[src/rtl/md_sched.sv]
// md_sched: E-stage sequencing controller for the iterative multiply/divide unit.
// Issues operations, tracks the busy window, owns HI/LO and stalls D on md collisions.
module md_sched #(
    parameter int unsigned TIMEOUT = 64
) (
    input  logic        clk,
    input  logic        reset,
    input  logic [2:0]  e_op,
    input  logic [31:0] e_rs,
    input  logic [31:0] e_rt,
    input  logic        d_is_md,
    input  logic        u_done,
    input  logic [31:0] u_hi,
    input  logic [31:0] u_lo,
    output logic        u_start,
    output logic [1:0]  u_op,
    output logic [31:0] u_a,
    output logic [31:0] u_b,
    output logic        busy,
    output logic        stall,
    output logic [31:0] hi,
    output logic [31:0] lo,
    output logic        err
);

    typedef enum logic {
        S_IDLE,
        S_WAIT
    } state_t;

    localparam logic [6:0] CNT_LAST = 7'(TIMEOUT - 1);

    state_t      state_q, state_d;
    logic [6:0]  cnt_q, cnt_d;
    logic [31:0] hi_q, hi_d;
    logic [31:0] lo_q, lo_d;
    logic        err_q, err_d;

    logic is_mul, is_div, is_mt;

    assign is_mul = (e_op == 3'd1) || (e_op == 3'd2);
    assign is_div = (e_op == 3'd3) || (e_op == 3'd4);
    assign is_mt  = (e_op == 3'd5) || (e_op == 3'd6);

    always_comb begin
        state_d = state_q;
        cnt_d   = cnt_q;
        hi_d    = hi_q;
        lo_d    = lo_q;
        err_d   = err_q;
        u_start = 1'b0;
        u_op    = 2'(e_op - 3'd1);

        unique case (state_q)
            S_IDLE: begin
                // Divide by zero is silently dropped: no issue, no fault.
                if (is_mul || (is_div && (e_rt != '0))) begin
                    u_start = 1'b1;
                    state_d = S_WAIT;
                    cnt_d   = '0;
                end else if (e_op == 3'd5) begin
                    hi_d = e_rs;
                end else if (e_op == 3'd6) begin
                    lo_d = e_rs;
                end
            end
            S_WAIT: begin
                if (is_mul || is_div || is_mt) begin
                    err_d = 1'b1;
                end
                if (u_done) begin
                    hi_d    = u_hi;
                    lo_d    = u_lo;
                    state_d = S_IDLE;
                    cnt_d   = '0;
                end else if (cnt_q == CNT_LAST) begin
                    err_d   = 1'b1;
                    state_d = S_IDLE;
                    cnt_d   = '0;
                end else begin
                    cnt_d = cnt_q + 7'd1;
                end
            end
            default: state_d = S_IDLE;
        endcase
    end

    always_ff @(posedge clk or posedge reset) begin
        if (reset) begin
            state_q <= S_IDLE;
            cnt_q   <= '0;
            hi_q    <= '0;
            lo_q    <= '0;
            err_q   <= 1'b0;
        end else begin
            state_q <= state_d;
            cnt_q   <= cnt_d;
            hi_q    <= hi_d;
            lo_q    <= lo_d;
            err_q   <= err_d;
        end
    end

    assign busy  = (state_q == S_WAIT);
    assign stall = d_is_md & (u_start | busy);
    assign u_a   = e_rs;
    assign u_b   = e_rt;
    assign hi    = hi_q;
    assign lo    = lo_q;
    assign err   = err_q;

endmodule
[config.mk]
export PLATFORM = sky130hd
export DESIGN_NAME = md_sched
export DESIGN_NICKNAME = d
export VERILOG_FILES = /design/src/rtl/md_sched.sv
export SDC_FILE = /design/constraint.sdc
export NUM_CORES = 1
export LEC_CHECK = 0
export BUFFER_PORTS_ARGS = -buffer_cell sky130_fd_sc_hd__buf_2
export CAP_MARGIN = 20
export CORE_UTILIZATION = 25
export CTS_BUF_LIST = sky130_fd_sc_hd__clkbuf_8
export DETAILED_ROUTE_END_ITERATION = 7
export PLACE_DENSITY = 0.58
export RECOVER_POWER = 25
export SLEW_MARGIN = 20
export SYNTH_ARGS = -nofsm -noshare
export SYNTH_HDL_FRONTEND = slang
export SYNTH_SLANG_ARGS = --single-unit
[constraint.sdc]
create_clock -name clk -period 2.7 [get_ports clk]
set_input_delay 0.54 -clock clk [delete_from_list [all_inputs] [get_ports clk]]
set_output_delay 0.54 -clock clk [all_outputs]
set_load 0.1 [all_outputs]
==> results by group <==
Status
  – Status: finished clean

STA
  – Slew @ Worst Pin: around 1.3 ns
  – Max Slew Vio Count: 0
  – RSZ-0062 raised after global routing: false
  – Layout Skew: 0.00861 ns
  – Period Utilization, post-route: 0.978
  – Slew HR: 0.146
  – Final worst path period need: 2.64 ns
  – F_max: 0.379 GHz
  – # setup viols final: 0
  – Final hold vios: 0

Place
  – Input/output buffers: between 200 and 300
  – Gpl congestion: around 0.80
  – Area post-placement: about 5700 sq um
  – Cell Count Post-Placement: 858
  – DP Wirelength: between 10000 and 15000 um

Synth
  – Post-Synth Simple-Gate Area: 0.121
  – Post-synthesis sequential area ratio: 0.410
  – Multiplexer area fraction after synthesis: 0.0724
  – Post-Synth Adder-Cell Area: 0.0140
  – Syn Inst Count: around 440
  – Synth cell types: 43
  – Yosys Warn Count: 0
  – Syn Std Cell Area: 4460 sq um
  – Largest family of logic cells by synthesized area: compound AO/OA/AOI/OAI gates
  – Post-Synth XOR/XNOR Area: 0.00197
  – Synth Net Count: 584
  – Syn_area_per_cell: between 10 and 15 sq um
  – Synth Area in Compound Gates: 0.234
  – Register bit total from synthesis: 73

Drt
  – Pre-Repair DR Iteration Count: 4
  – Uppermost routed layer: met4
  – Post-DRT Antenna Nets: 0
  – WL met3: 1040 um
  – Routed via count: 4262
  – Drc violations: 0
  – Initial detailed-routing violation count: approximately 130
  – Via-per-instance ratio: 4.88
  – Met2 WL: ~7500 um
  – Wl on met1: 6230 um
  – Drt wl/cell: 17.2 um
  – Final wirelength: 15000 um

Global routing
  – Largest net degree at the start of global routing: 48
  – Vias in the first global route: about 4000
  – All-Layer GR Usage: 0.166
  – Initial antenna violation count: 0
  – First-pass GRT wire length: approximately 23000 um
  – GRT overflow: 0

Layout
  – Share of layout cells above drive strength 1: 0.555
  – Final instance area: 5840 sq um
  – Area Growth Syn to Fin: 31.1%
  – Fillers: 1815
  – Most frequent cells in the layout: buf_2 (268), dfrtp_1 (72), mux2i_1 (30), or2_2 (30), o21ai_0 (29)
  – Most common cell after layout, fill and taps aside: buf_2
  – Finished Core Util: 0.337
  – N_diodes: 0
  – Fin cells: 874
  – Nets: approximately 780

Floorplan
  – Row count: 48
  – Die Width: roughly 140 um
  – IO Pins: ~270
  – DIE AREA: 18400 sq um
  – Starting Density: 0.257
  – Core outline area: 17400 sq um
  – Die height: 136 um

Clock network
  – CTS tree: yes
  – Clk pin slew, worst setup/hold paths: 0.09 ns
  – Clock buffer depth: 2
  – CTS Sinks: 73
  – Post-CTS setup buffer count: 0
  – Skew-Pair Late Insertion Delay: 0.36 ns
  – CTS root buffer: clkbuf_8
  – Number of H-tree levels: 3
  – CTS buffer count: 9
  – Post-CTS sizing: 0
  – # hold bufs at CTS: 0

Run
  – Max cap viols: 0

Setup path
  – Worst path cell trace: buf_2 > nor4_1 > nand4_1 > o21ba_2 > nor2_2 > nor2_4 > buf_2
  – CP max stage delay: 0.33 ns
  – Startpoint types: input port
  – CP top delay family: simple AND/OR/NAND/NOR gates
  – CP max stage cell: nor4_1
  – Most used cell, CP: buf_2
  – CP required: 2.16 ns
  – WS Path Type: input port to primary output
  – Worst-path maximum fanout: 3
  – Crit end category: primary output
  – Worst path bufs/invs: 2
  – Worst EP arrival: ~2.1 ns

Power and ir drop
  – Power per Cell Area: 1240 nW/um^2
  – Pleak: 2.70 nW
  – Peak VDD IR: ~0.00068 V

Worst hold path
  – Hold crit path type: input port to async pin
registers in the layout, summed over array words and instances, names as in the netlist:
name and flops:
hi 32, lo 32, cnt_q 7, busy 1, err 1
layer usage:
layer,vias to the layer above,track usage
li1,2016,-
met5,-,0
met1,2016,0.202
met3,16,0.0367
met4,0,0.0487
met2,214,0.291
power by group:
| part | total (W) | switching, W | internal (W) |
|---|---|---|---|
| combinational | 0.00468 | 0.00387 | 0.000804 |
| sequential | 0.00177 | 0.000298 | 0.00147 |
| clock | 0.000785 | 0.000454 | 0.000331 |
| total | 0.00723 | 0.00463 | 0.00261 |
path summary, 6_finish.rpt:
check                         from      end  slack [ns]  cells after the start
max                        e_rt[1]  u_start        0.06                      7
max reg2reg                   busy    lo[1]        0.74                      5
min                          reset   hi[12]        0.44                      2
max in group asynchronous    reset     busy        1.45                      3
min reg2reg                    err      err        0.47                      1
min in group clk               err      err        0.47                      1
cell usage after synthesis:
cell type  count  area share
o221a_1       20       0.051
o21bai_1       1      0.0017
a31oi_1       26       0.036
nand3_1        4      0.0045
buf_2          3      0.0034
ha_1           5       0.014
o311a_1        3      0.0067
or2_2         30       0.042
mux2i_1       30       0.067
and2_1         2      0.0028
nor3_1        20       0.022
o21a_1         1      0.0017
o31ai_4        1      0.0048
nor2_1         9      0.0076
o22ai_1        6      0.0084
inv_1          5      0.0042
dfrtp_1       73        0.41
nand4_1        3      0.0042
o221a_2        9       0.023
a211o_1        1      0.0020
nand2_1        8      0.0067
a21oi_1        4      0.0045
a22o_1         1      0.0020
o21ai_0       29       0.033
a21o_1         2      0.0034
and3_1         1      0.0014
a32o_1         2      0.0045
buf_4         64        0.11
o21bai_2       1      0.0025
nor4_1        10       0.014
buf_6          3      0.0076
o21ba_1        1      0.0022
o211ai_1       1      0.0017
a22oi_1       26       0.044
clkbuf_1      26       0.022
nand2b_1       1      0.0014
nor4_2         4       0.011
nor2b_1        1      0.0014
mux2_2         2      0.0051
or3_1          1      0.0014
xor2_1         1      0.0020
o31ai_1        1      0.0017
buf_1          2      0.0017
cell families (layout without fill, tap and decap cells):
| group | count (synthesis) | after routing |
|---|---|---|
| AOI/OAI and AO/OA | 136 | 136 |
| DFF | 73 | 73 |
| xor gates and xnor gates | 1 | 1 |
| muxes | 32 | 32 |
| and+or+nand+nor | 94 | 94 |
| buffers and inverters | 103 | 308 |
| adders and majority gates | 5 | 5 |
per-stage QoR:
stage	setup TNS [ns]	total power [W]	hold WS (ns)	setup WS, ns
2_1_floorplan	-0.0277	0.00570	0.451	-0.0277
3_3_place_gp	0	0.00648	0.447	0.0228
4_1_cts	0	0.00731	0.178	0.000115
3_5_place_dp	0	0.00649	0.461	0.00559
6_report	0	0.00723	0.435	0.0607
5_1_grt	0	0.00757	0.467	0.00170
cell type report:
class / instances / area (sq um) / area share
Multi-Input combinational cell: 268 / 2030 / 0.347
Clock inverter: 7 / 46.3 / 0.00792
Sequential cell: 73 / 1830 / 0.313
Timing Repair Buffer: 287 / 1510 / 0.258
Clock buffer: 9 / 124 / 0.0212
Inverter: 5 / 23.8 / 0.00407
Tap cell: 225 / 282 / 0.0482
No activity file was read; power rests on OpenSTA's default activity.
